**config.mk**
```make
export PLATFORM = sky130hd
export DESIGN_NAME = lc3_mem_xfer_unit
export DESIGN_NICKNAME = d
export VERILOG_FILES = /design/src/rtl/lc3_mem_xfer_unit.sv
export SDC_FILE = /design/constraint.sdc
export NUM_CORES = 1
export LEC_CHECK = 0
export ABC_AREA = 1
export ABC_CLOCK_PERIOD_IN_PS = 1950
export BUFFER_PORTS_ARGS = -buffer_cell sky130_fd_sc_hd__buf_2
export CORE_ASPECT_RATIO = 1.1
export CORE_MARGIN = 4
export CORE_UTILIZATION = 45
export DETAILED_ROUTE_END_ITERATION = 8
export PLACE_DENSITY = 0.77
export SYNTH_ARGS = -nofsm -noshare
export SYNTH_HDL_FRONTEND = slang
export SYNTH_SLANG_ARGS = --single-unit
```
**constraint.sdc**
```tcl
create_clock -name clk -period 1.95 [get_ports clk]
set_clock_uncertainty 0.1 [all_clocks]
set_input_delay 0 -clock clk [delete_from_list [all_inputs] [get_ports clk]]
set_output_delay 0 -clock clk [all_outputs]
set_load 0.005 [all_outputs]
```
**src/rtl/lc3_mem_xfer_unit.sv**
```systemverilog
// MAR/MDR memory transfer unit for the multicycle LC-3: read, write, LDI and STI
// over a req/ack memory port. Define MEMX_TIMEOUT_EN to add an access timeout (rsp_err).
module lc3_mem_xfer_unit #(
  parameter int unsigned DATA_W         = 16,
  parameter int unsigned ADDR_W         = 16,
  parameter int unsigned TIMEOUT_CYCLES = 64
) (
  input  logic              clk,
  input  logic              reset,
  input  logic              req_valid,
  output logic              req_ready,
  input  logic [1:0]        req_op,
  input  logic [ADDR_W-1:0] req_addr,
  input  logic [DATA_W-1:0] req_wdata,
  output logic              rsp_valid,
  input  logic              rsp_ready,
  output logic [DATA_W-1:0] rsp_data,
  output logic              rsp_err,
  output logic              mem_req,
  output logic              mem_we,
  output logic [ADDR_W-1:0] mem_addr,
  output logic [DATA_W-1:0] mem_wdata,
  input  logic [DATA_W-1:0] mem_rdata,
  input  logic              mem_ack,
  output logic [ADDR_W-1:0] mar,
  output logic [DATA_W-1:0] mdr
);

  typedef enum logic [1:0] {IDLE, PTR, ACC, RESP} state_t;

  state_t     state;
  logic [1:0] op;
  logic       timed_out;

  if (ADDR_W > DATA_W || TIMEOUT_CYCLES < 2) begin : g_bad_params
    $error("lc3_mem_xfer_unit: ADDR_W must be <= DATA_W and TIMEOUT_CYCLES >= 2");
  end

  assign mem_addr  = mar;
  assign mem_wdata = mdr;
  assign rsp_data  = mdr;

`ifdef MEMX_TIMEOUT_EN
  localparam int unsigned CNT_W = $clog2(TIMEOUT_CYCLES + 1);
  localparam logic [CNT_W-1:0] CNT_LAST = CNT_W'(TIMEOUT_CYCLES - 1);

  logic [CNT_W-1:0] cnt;

  assign timed_out = mem_req && !mem_ack && (cnt == CNT_LAST);

  // Counter restarts on every ack so PTR and ACC each get a full timeout window.
  always_ff @(posedge clk or posedge reset) begin
    if (reset) begin
      cnt     <= '0;
      rsp_err <= 1'b0;
    end else begin
      if (state == IDLE || mem_ack) cnt <= '0;
      else if (mem_req)             cnt <= cnt + CNT_W'(1);
      if (timed_out)                     rsp_err <= 1'b1;
      else if (state == RESP && rsp_ready) rsp_err <= 1'b0;
    end
  end
`else
  assign timed_out = 1'b0;
  assign rsp_err   = 1'b0;
`endif

  always_ff @(posedge clk or posedge reset) begin
    if (reset) begin
      state     <= IDLE;
      op        <= 2'b00;
      mar       <= '0;
      mdr       <= '0;
      req_ready <= 1'b1;
      rsp_valid <= 1'b0;
      mem_req   <= 1'b0;
      mem_we    <= 1'b0;
    end else begin
      case (state)
        IDLE: begin
          if (req_valid) begin
            mar       <= req_addr;
            op        <= req_op;
            if (req_op[0]) mdr <= req_wdata;
            req_ready <= 1'b0;
            mem_req   <= 1'b1;
            if (req_op[1]) begin
              state  <= PTR;
              mem_we <= 1'b0;
            end else begin
              state  <= ACC;
              mem_we <= req_op[0];
            end
          end
        end
        PTR: begin
          if (mem_ack) begin
            mar    <= mem_rdata[ADDR_W-1:0];
            mem_we <= op[0];
            state  <= ACC;
          end else if (timed_out) begin
            mem_req   <= 1'b0;
            mem_we    <= 1'b0;
            mdr       <= '0;
            rsp_valid <= 1'b1;
            state     <= RESP;
          end
        end
        ACC: begin
          if (mem_ack || timed_out) begin
            if (timed_out)   mdr <= '0;
            else if (!op[0]) mdr <= mem_rdata;
            mem_req   <= 1'b0;
            mem_we    <= 1'b0;
            rsp_valid <= 1'b1;
            state     <= RESP;
          end
        end
        RESP: begin
          if (rsp_ready) begin
            rsp_valid <= 1'b0;
            req_ready <= 1'b1;
            state     <= IDLE;
          end
        end
        default: state <= IDLE;
      endcase
    end
  end

endmodule

```
Yosys cells after proc, flatten, opt, wreduce, memory -nomap -nowiden
Index checks and enable logic that the tools add are counted.
- word-level logic and storage cells: 58
- register bits: 39
- output and inout bits: 85
- bits of input ports: 55
- multiplexer cells: 27
- equality and inequality tests: 9
- reductions and logical operators: 14
- operators with widths (cell ; number):
    16-bit 2-to-1 mux ; 6
    16-bit one-hot mux with 2 select lines ; 2
    2-bit != test (second input constant) ; 6
    3-bit AND reduction ; 4
    2-bit 2-to-1 mux ; 5
    1-bit 2-to-1 mux ; 9
    2-bit one-hot mux with 4 select lines ; 1
    4-bit AND reduction ; 2
    2-bit nonzero test ; 4
    1-bit one-hot mux with 2 select lines ; 3
    5-bit AND reduction ; 1
    2-bit == test (second input constant) ; 2
    1-bit one-hot mux with 3 select lines ; 1
    3-bit nonzero test ; 1
    2-bit by 1-bit == test with 1-bit output (second input constant) ; 1
    2-bit zero test ; 1
    2-bit AND reduction ; 1

Depth between registers and ports, before layout
Gate-level depths: netlist (run 1).
- depth after elaboration: 3
- mapped depth: 10

Worst setup path before layout (run 1)
No wires, ideal clock.
- path kind: register -> register
- start point: register state[0]
- end point: register mdr[0]
- buffers on the path: 2
- cell stages (with the launch flop): 11
- setup time: 0.117 ns
- clock period less this slack: 1.609 ns
- data arrival time: 1.393 ns
- path slack: 0.341 ns
- cell sequence: dfrtp_1 > inv_1 > ha_1 > buf_6 > inv_8 > nand2_4 > nand2_1 > nand3_2 > buf_6 > nand2_1 > nand2_1
- word-level cells in the longest chain between the ends: 3
- ends and longest elaborated chain (element ; RTL line ; source):
    start, declared ; 31 ; state_t state;
    start signal, assigned ; 70 ; state <= IDLE;
    start signal, assigned ; 88 ; state <= PTR;
    start signal, assigned ; 91 ; state <= ACC;
    2-bit == test / 2-bit zero test (equally long branches) ; 79 ; case (state)
    2-bit != test (no source line) / 2-bit nonzero test (equally long branches) ; -- ;
    5-bit AND reduction (no source line) ; -- ;
    end signal, assigned ; 84 ; if (req_op[0]) mdr <= req_wdata;
    end signal, assigned ; 112 ; else if (!op[0]) mdr <= mem_rdata;
    end, declared ; 26 ; output logic [DATA_W-1:0] mdr
Several ways; a longest one is shown, not always the timed one.
A chain may end at the register's enable or synchronous reset.

Worst setup path after layout (run 1)
- start point: register state[1]
- end point: register mar[3]
- word-level cells in the longest chain between the ends: 3
- ends and longest elaborated chain (element ; RTL line ; source):
    2-bit by 1-bit == test with 1-bit output / 2-bit zero test (equally long branches) ; 79 ;
    2-bit != test (no source line) / 2-bit nonzero test (equally long branches) ; -- ;
    3-bit AND reduction (no source line) ; -- ;
    end signal, assigned ; 82 ; mar <= req_addr;
    end signal, assigned ; 98 ; mar <= mem_rdata[ADDR_W-1:0];
    end, declared ; 25 ; output logic [ADDR_W-1:0] mar,
Several ways; a longest one is shown, not always the timed one.

==> flow_summary.json, run 1 <==
{
  "finalWorstSetupSlack_ps": 196.1,
  "clkTransAtPathRegs_ps": 80,
  "ys_types": 23,
  "vias_in_the_first_global_route": 2505,
  "maximum_number_of_pins_on_one_net_before_global_route_repair": 40,
  "worst-r2r-cell-count": 8,
  "yosys.area.top_type_share_pct": 37.51,
  "synth_simple_gate_area_share_pct": 28.13,
  "rrSetupSlack_ps": 200,
  "layout_worst_path_cycle_share_pct": 89.94,
  "worst_path_largest_cell_delay_ps": 430,
  "finalHoldWorstSlack_ps": -6.154,
  "syn_area_sq_um": 2535,
  "std_cell_rows": 28,
  "grt_antenna_before_repair": 0,
  "final_util_pct": 65.81,
  "synth_compound_gate_area_share_pct": 9.082,
  "place.detailed.hpwl_mm": 5.325,
  "postSynth.asyncResetShare_pct": 100.0,
  "violations": "hold timing",
  "globalRouteOverflowTotal": 0,
  "critPathLaunchType": "register",
  "yosys.area_share.adder_pct": 3.455,
  "clockRootBuffer": "sky130_fd_sc_hd__clkbuf_8",
  "power-per-cell-area_nw_per_um2": 1542,
  "insertion_delay_ps": 290,
  "min_path_type": "primary input to register",
  "critical-path-top-cell-by-count": "sky130_fd_sc_hd__nand2_1",
  "critPathBufInv": 3,
  "fp.dieArea_sq_um": 6899,
  "drt_pass1_iterations": 4,
  "clock.fmax_ghz": 0.5701,
  "tritoncts": "done",
  "synthMuxAreaShare_pct": 0,
  "timing.critical_path.from": "state[1]",
  "synth.yosys.warnings": 0,
  "ant_nets": 0,
  "run_status": "finished with violations",
  "placeableCoreArea_sq_um": 5430,
  "maxCapViolCount": 0,
  "synth_top_family_by_area": "simple AND/OR/NAND/NOR gates",
  "synth_top_cells_by_area": "sky130_fd_sc_hd__dfrtp_1, sky130_fd_sc_hd__nand2_1, sky130_fd_sc_hd__buf_4, sky130_fd_sc_hd__o21ai_0, sky130_fd_sc_hd__or2_2",
  "finalWorstPathRequiredPeriod_ps": 1754,
  "r2r_start": "state[1]",
  "global_route_wire_length_before_repair_mm": 12.02,
  "ys_seq_area_share_pct": 38.55,
  "cts.sinks": 39,
  "syn-instance-count": 333,
  "path_class": "register to register",
  "antenna_cells": 0,
  "maxSlewViolCount": 0,
  "global_route.usage.total_pct": 22.38,
  "finalNetCount": 536,
  "finalHoldViolations": 2,
  "drive_gt1_share_pct": 38.95,
  "number_of_synthesized_flops_with_an_enable_pin": 0,
  "synth.net_count": 395,
  "wire_length_per_cell_um": 14.17,
  "report.final.setup_viol": 0,
  "synthMostInstantiatedCell": "sky130_fd_sc_hd__nand2_1",
  "critical_path.cell_chain": "inv_1 > ha_2 > buf_4 > nand2_1 > nand3_2 > buf_12 > nand2_1 > o21ai_1",
  "via_count": 2651,
  "postSynthAreaPerCell_sq_um": 7.612,
  "initial_utilization_pct": 46.68,
  "cp_max_fanout": 32,
  "die_h_um": 86.72,
  "die_w_um": 79.56,
  "post_drt_via_cell_ratio": 4.820,
  "p_total_w": 0.005511,
  "endpoint_kind": "register",
  "num_io_pins": 140,
  "place_ws_ps": -3.737,
  "ys.flop_type": "sky130_fd_sc_hd__dfrtp_1",
  "rr_endpoint": "mar[3]",
  "number_of_port_buffers": 138,
  "totalWireLength_mm": 7.792,
  "critical_path.slowest_cell": "sky130_fd_sc_hd__dfrtp_1",
  "cts_htree_levels": 2,
  "syn2layout_area_growth_pct": 40.97,
  "rsz_0062_raised_after_global_routing": "no",
  "worst_path_dominant_cell_family": "buffers and inverters",
  "cts_made_buffers": 5,
  "drc": 0,
  "first_drt_iteration_drcs": 177,
  "p_leak_nw": 2.041,
  "cts_buffer_depth": 2,
  "cp.required_ps": 2060,
  "critPathCapture": "mar[3]",
  "timing.critical_path.depth": 8,
  "arrival_ps": 1860,
  "peakVddDrop_mv": 0.7184,
  "gpl.final_weighted_congestion": 0.8328,
  "library_cell_occupying_the_most_area_in_the_post_synthesis_netlist": "sky130_fd_sc_hd__dfrtp_1",
  "yosys.area_share.xor_xnor_pct": 0,
  "synth-seq-cells": 39,
  "leading_cell_types_by_count_after_synthesis": "sky130_fd_sc_hd__nand2_1, sky130_fd_sc_hd__buf_4, sky130_fd_sc_hd__dfrtp_1"
}
cells in the final DEF (no fill, tap or decap), drive strengths merged:
| cell type | instances |
|---|---|
| dfrtp | 38 |
| o21ai | 40 |
| ha | 7 |
| nand2 | 121 |
| bufinv | 1 |
| or2 | 16 |
| conb | 1 |
| buf | 149 |
| clkinv | 1 |
| nand3 | 20 |
| clkbuf | 6 |
| o22ai | 1 |
| clkinvlp | 1 |
| nor2 | 7 |
| a21oi | 1 |
| dlygate4sd3 | 46 |
| o21a | 1 |
| inv | 17 |
| dfstp | 1 |
state kept, by name (all words and copies together), names as in the netlist:
signal,flops
rsp_valid,1
mar,16
mem_we,1
op,1
state,2
mdr,16
mem_req,1
req_ready,1
metrics by stage:
step / std cells / area [sq um] / TNS [ps]
floorplan: 333 / 2535 / 0
global placement: 491 / 2929 / 0
detailed placement: 491 / 2929 / -3.737
CTS: 545 / 3510 / 0
global route: 550 / 3573 / 0
finish: 550 / 3573 / 0
logic make-up (layout without fill, tap and decap cells):
group,after synthesis,in the layout
buffers and inverters,79,221
AOI/OAI and AO/OA,43,43
other,1,1
adders and majority gates,7,7
DFF,39,39
and+or+nand+nor,164,164
per-layer routing:
layer	GRT usage (%)	up-vias	share of wire, %	wire [um]
met5	0	-	0	0
met1	25.78	1219	39	3039
met4	6.406	0	1.5	115
met2	41.31	139	50	3931
li1	-	1280	-	-
met3	4.782	13	9.0	705
what timing repair did:
action,CTS,global route
hold endpoints to repair,73,0
pin swaps,0,1
hold buffers,46,0
endpoints found under the setup margin,4,31
setup buffers,0,5
gates resized for setup,1,3
cell type report:
type | count | area, sq um
fill | 442 | 1857
timing repair buffer | 195 | 1259
multi-input combinational | 215 | 1047
sequential | 39 | 977.2
tap | 75 | 93.84
clock buffer | 6 | 82.58
inverter | 18 | 78.83
clock inverter | 2 | 35.03
worst min path at each step:
stage,cells after the start,start,endpoint,slack [ps]
2_1_floorplan,2,req_op[0],op[0],30
3_3_place_gp,3,reset,mdr[5],40
3_5_place_dp,3,reset,mdr[0],50
6_report,4,req_addr[11],mar[11],-6
5_1_grt,4,req_addr[12],mar[12],30
4_1_cts,5,req_wdata[11],mdr[11],2
power by group:
part / switching, W / internal (W)
Sequential: 0.000332 / 0.00123
Clock: 0.000283 / 0.000414
Combinational: 0.00179 / 0.00147
Total: 0.00241 / 0.00310
worst reg2reg max path, cell delays in order, from the launching register on:
cell,delay (ps)
sky130_fd_sc_hd__dfrtp_1,430
sky130_fd_sc_hd__inv_1,130
sky130_fd_sc_hd__ha_2,290
sky130_fd_sc_hd__buf_4,210
sky130_fd_sc_hd__nand2_1,80
sky130_fd_sc_hd__nand3_2,90
sky130_fd_sc_hd__buf_12,180
sky130_fd_sc_hd__nand2_1,80
sky130_fd_sc_hd__o21ai_1,90
Note: power is estimated with default switching activity, not from simulation.
==> run 2, diff against run 1 <==
==> constraint.sdc (replaced) <==
create_clock -name clk -period 1.95 [get_ports clk]
set_clock_uncertainty 0.1 [all_clocks]
set_input_delay 0.2925 -clock clk [delete_from_list [all_inputs] [get_ports clk]]
set_output_delay 0.2925 -clock clk [all_outputs]
set_load 0.005 [all_outputs]
==> flow_summary.json, run 2 (synthesized netlist as in run 1, its figures left out) <==
{
  "run_status": "completed",
  "num_io_pins": 140,
  "cp_max_fanout": 19,
  "layout_worst_path_cycle_share_pct": 89.67,
  "globalRouteOverflowTotal": 0,
  "clock.fmax_ghz": 0.5719,
  "drt_pass1_iterations": 4,
  "grt_antenna_before_repair": 0,
  "finalWorstPathRequiredPeriod_ps": 1748,
  "via_count": 2388,
  "std_cell_rows": 28,
  "place.detailed.hpwl_mm": 5.325,
  "finalHoldViolations": 0,
  "met2_wirelength_mm": 3.307,
  "routed.top_layer": "met4",
  "critPathCapture": "mdr[13]",
  "critical_path.slowest_cell": "sky130_fd_sc_hd__dfrtp_1",
  "report.final.setup_viol": 0,
  "tritoncts": "done",
  "post_drt_via_cell_ratio": 4.748,
  "r2r_start": "state[0]",
  "maxCapViolCount": 0,
  "dp.cells": 491,
  "finish.instance_area_sq_um": 3105,
  "wire_length_per_cell_um": 13.52,
  "cp.required_ps": 2080,
  "placement_stage_cell_area_sq_um": 2929,
  "die_w_um": 79.56,
  "initial_utilization_pct": 46.68,
  "number_of_port_buffers": 138,
  "maxSlewViolCount": 0,
  "die_h_um": 86.72,
  "endpoint_kind": "register",
  "detailroute.wirelength.met3_um": 672,
  "antenna_cells": 0,
  "p_leak_nw": 1.846,
  "totalWireLength_mm": 6.800,
  "rsz_0062_raised_after_global_routing": "no",
  "layout_common_cells": "sky130_fd_sc_hd__buf_2, sky130_fd_sc_hd__nand2_1, sky130_fd_sc_hd__dfrtp_1",
  "met1_length_mm": 2.764,
  "arrival_ps": 1880,
  "fp.dieArea_sq_um": 6899,
  "critPathLaunchType": "register",
  "critical_path.cell_chain": "inv_1 > ha_2 > inv_8 > nand2_4 > a21oi_4 > buf_4 > nand3_1 > nand2_1",
  "min_path_type": "primary input to async pin",
  "clockRootBuffer": "sky130_fd_sc_hd__clkbuf_8",
  "peakVddDrop_mv": 0.7069,
  "cts_made_buffers": 5,
  "syn2layout_area_growth_pct": 22.51,
  "rrSetupSlack_ps": 200,
  "finish.cell_count_without_fillers": 503,
  "top_regs": "mar (16), mdr (16), state (2)",
  "drive_gt1_share_pct": 42.99,
  "place_ws_ps": -3.737,
  "cts-hold-fix-buffers": 0,
  "cts_buffer_depth": 2,
  "fillCellCount": 507,
  "clkTransAtPathRegs_ps": 80,
  "drc": 0,
  "final_util_pct": 57.19,
  "global_route_wire_length_before_repair_mm": 10.46,
  "insertion_delay_ps": 290,
  "first_drt_iteration_drcs": 112,
  "ant_nets": 0,
  "global_route.usage.total_pct": 19.47,
  "timing.critical_path.from": "state[0]",
  "cts.sinks": 39,
  "mostFrequentLayoutCell": "sky130_fd_sc_hd__buf_2",
  "maximum_number_of_pins_on_one_net_before_global_route_repair": 40,
  "cts_htree_levels": 2,
  "placeableCoreArea_sq_um": 5430,
  "worst-r2r-cell-count": 8,
  "vias_in_the_first_global_route": 2187,
  "gpl.final_weighted_congestion": 0.8328,
  "worst_path_largest_cell_delay_ps": 430,
  "finalWorstSetupSlack_ps": 201.5,
  "power-per-cell-area_nw_per_um2": 1732,
  "path_class": "register to register",
  "rr_endpoint": "mdr[13]",
  "finalNetCount": 489
}
-- run 2: changes by cell type in the layout (fill, tap and decap cells not counted) --
cell	delta
sky130_fd_sc_hd__buf_4	-1
sky130_fd_sc_hd__dlygate4sd3_1	-46
-- run 2: timing repair --
action	CTS	global route
pin swaps	0	1
gates resized for setup	1	3
setup buffers	0	4
gates cloned	0	0
setup endpoints to repair	4	31
-- run 2: power breakdown --
group | switching (W) | total [W] | internal [W] | leakage, nW
clock network | 0.000284 | 0.000698 | 0.000414 | 0.0612
registers | 0.000323 | 0.00155 | 0.00123 | 0.479
logic | 0.00174 | 0.00313 | 0.00139 | 1.31
-- run 2: worst max-delay path, delay by kind of cell (launching register included) --
kind	cells	cell delay, ps
AO/OA/AOI/OAI	1	190
AND/OR/NAND/NOR	3	230
flip-flops	1	430
adder cells (fa/ha/maj)	1	290
buffers and inverters	3	450
-- run 2: worst min path at each step --
stage / slack [ps] / cells after the start / endpoint
after CTS: 20 / 3 / mdr[0]
final: 9 / 3 / mdr[0]
after global routing: 60 / 3 / mdr[0]
after global placement: 330 / 3 / mdr[5]
after detailed placement: 340 / 3 / mdr[0]
after floorplan: 330 / 2 / op[0]
-- run 2: through the flow --
stage	hold WS (ps)	power, W	setup TNS (ps)
floorplan	325.2	0.003936	0
global placement	331.7	0.004493	0
detailed placement	339.9	0.004570	-3.737
CTS	17.70	0.005289	0
global route	57.52	0.005919	0
finish	8.630	0.005377	0
-- run 2: routing by layer --
metal	track usage [%]	up-vias
met1	24.06	1082
met3	4.574	7
li1	-	1179
met5	0	-
met4	4.375	0
met2	34.32	120
-- run 2: layout make-up --
type	instances	area, sq um	share of cell area, %
sequential	39	977.2	31.47
multi-input combinational	215	1047	33.72
inverter	18	78.83	2.538
tap	75	93.84	3.022
clock inverter	2	35.03	1.128
timing repair buffer	148	790.8	25.46
clock buffer	6	82.58	2.659
==> run 3, diff against run 2 <==
--- a/config.mk
+++ b/config.mk
@@ -12,6 +12,7 @@
 export CORE_MARGIN = 4
 export CORE_UTILIZATION = 45
 export DETAILED_ROUTE_END_ITERATION = 8
+export GPL_TIMING_DRIVEN = 0
 export PLACE_DENSITY = 0.77
 export SYNTH_ARGS = -nofsm -noshare
 export SYNTH_HDL_FRONTEND = slang
==> flow_summary.json, run 3 (synthesized netlist as in run 1, its figures left out) <==
{
  "top_regs": "mar (16), mdr (16), state (2)",
  "max_slew.worst_pin.slew_ps": 823.8,
  "drc": 0,
  "global_route.usage.total_pct": 20.98,
  "fp.dieArea_sq_um": 6899,
  "tritoncts": "done",
  "placement_stage_cell_area_sq_um": 3319,
  "maxSlewViolCount": 0,
  "initial_utilization_pct": 46.68,
  "die_w_um": 79.56,
  "area.sequential_sq_um": 978.4,
  "cts-hold-fix-buffers": 0,
  "final_util_pct": 62.95,
  "maximum_number_of_pins_on_one_net_before_global_route_repair": 40,
  "layout_worst_path_cycle_share_pct": 93.55,
  "peakVddDrop_mv": 0.6214,
  "maxCapViolCount": 0,
  "cp_max_fanout": 10,
  "power-per-cell-area_nw_per_um2": 1693,
  "gpl.final_weighted_congestion": 0.8954,
  "cts_htree_levels": 2,
  "top_usage_layer": "met2",
  "global_route_wire_length_before_repair_mm": 11.43,
  "endpoint_kind": "register",
  "cts_made_buffers": 5,
  "globalRouteOverflowTotal": 0,
  "met2_track_demand_over_resource_pct": 38.42,
  "critPathLaunchType": "register",
  "finalWorstPathRequiredPeriod_ps": 1824,
  "num_io_pins": 140,
  "p_total_w": 0.005787,
  "antenna_cells": 0,
  "drt_pass1_iterations": 4,
  "totalWireLength_mm": 7.158,
  "finalHoldViolations": 0,
  "report.final.setup_viol": 0,
  "wire_length_per_cell_um": 12.90,
  "fillCellCount": 499,
  "arrival_ps": 1950,
  "post_drt_via_cell_ratio": 4.618,
  "cts_buffer_depth": 2,
  "mostFrequentLayoutCell": "sky130_fd_sc_hd__buf_2",
  "cp.required_ps": 2070,
  "met3_usage_pct": 4.262,
  "via_count": 2563,
  "die_h_um": 86.72,
  "vias_in_the_first_global_route": 2522,
  "placeableCoreArea_sq_um": 5430,
  "grt_antenna_before_repair": 0,
  "clockRootBuffer": "sky130_fd_sc_hd__clkbuf_8",
  "insertion_delay_ps": 280,
  "std_cell_rows": 28,
  "gr-usage-met1_pct": 25.20,
  "first_drt_iteration_drcs": 119,
  "syn2layout_area_growth_pct": 34.85,
  "min_path_type": "primary input to async pin",
  "finalNetCount": 541,
  "run_status": "completed",
  "place.detailed.hpwl_mm": 5.722,
  "ant_nets": 0,
  "finish.instance_area_sq_um": 3418,
  "cts.sinks": 39,
  "number_of_port_buffers": 138,
  "clkTransAtPathRegs_ps": 80,
  "multi_input_area_sq_um": 1042,
  "clock.fmax_ghz": 0.5482,
  "drive_gt1_share_pct": 48.54,
  "layout_common_cells": "sky130_fd_sc_hd__buf_2, sky130_fd_sc_hd__nand2_1, sky130_fd_sc_hd__buf_4",
  "finalHoldWorstSlack_ps": 63.46,
  "path_class": "register to register",
  "relative_slew_margins_pct": 45.00,
  "p_leak_nw": 2.078
}
## run 3: cell count changes in the layout (fill, tap and decap cells not counted), sizes merged
cell / change
buf: +51
clkbuf: +2
clkinvlp: -1
inv: +1
bufinv: -1
## run 3: worst max-delay path, cell delays in order, from the launching register on
cell and delay [ps]:
sky130_fd_sc_hd__dfrtp_1 440, sky130_fd_sc_hd__inv_1 120, sky130_fd_sc_hd__ha_1 220, sky130_fd_sc_hd__buf_6 150
sky130_fd_sc_hd__inv_8 90, sky130_fd_sc_hd__nand2_4 60, sky130_fd_sc_hd__a21oi_4 240, sky130_fd_sc_hd__buf_6 170
sky130_fd_sc_hd__nand3_1 100, sky130_fd_sc_hd__nand2_1 80
## run 3: metrics by stage
stage          TNS (ps)  cells  worst slack [ps]
3_5_place_dp          0    546             89.55
4_1_cts               0    554             65.97
3_3_place_gp          0    546             126.6
2_1_floorplan         0    333             340.6
5_1_grt          -1.254    555           -0.8482
6_report              0    555             125.8
## run 3: layout make-up
cell class | count | share of cell area, %
clock buffers | 7 | 2.233
repair buffers | 139 | 20.42
flip-flops and latches | 39 | 28.62
well taps | 75 | 2.745
clock inverters | 1 | 0.1464
multi-input cells | 215 | 30.49
inverters | 18 | 2.196
plain buffers | 61 | 13.14
## run 3: worst paths after layout
check                           from         to  slack (ps)  cells after the start
max                         state[0]    mdr[15]         130                      9
max reg2reg                 state[0]    mdr[15]         130                      9
max in group asynchronous      reset   state[1]        1120                      2
min reg2reg                req_ready  req_ready         390                      2
min                            reset     mdr[1]          60                      2
min in group clk           req_op[0]      op[0]         180                      3
## run 3: metal layers
metal | wire length, um | share of wire (%)
met1 | 2923 | 41
met5 | 0 | 0
met4 | 84 | 1.2
met2 | 3533 | 49
met3 | 617 | 8.6
## run 3: what timing repair did
action | in CTS | in global routing
endpoints found under the setup margin | 0 | 12
setup buffers | 0 | 1
gates resized for setup | 0 | 4
## run 3: where the power goes
group | internal [W] | total (W) | switching (W)
logic | 0.00186 | 0.00369 | 0.00183
clock network | 0.000251 | 0.000526 | 0.000274
registers | 0.00123 | 0.00157 | 0.000343
total | 0.00334 | 0.00579 | 0.00245
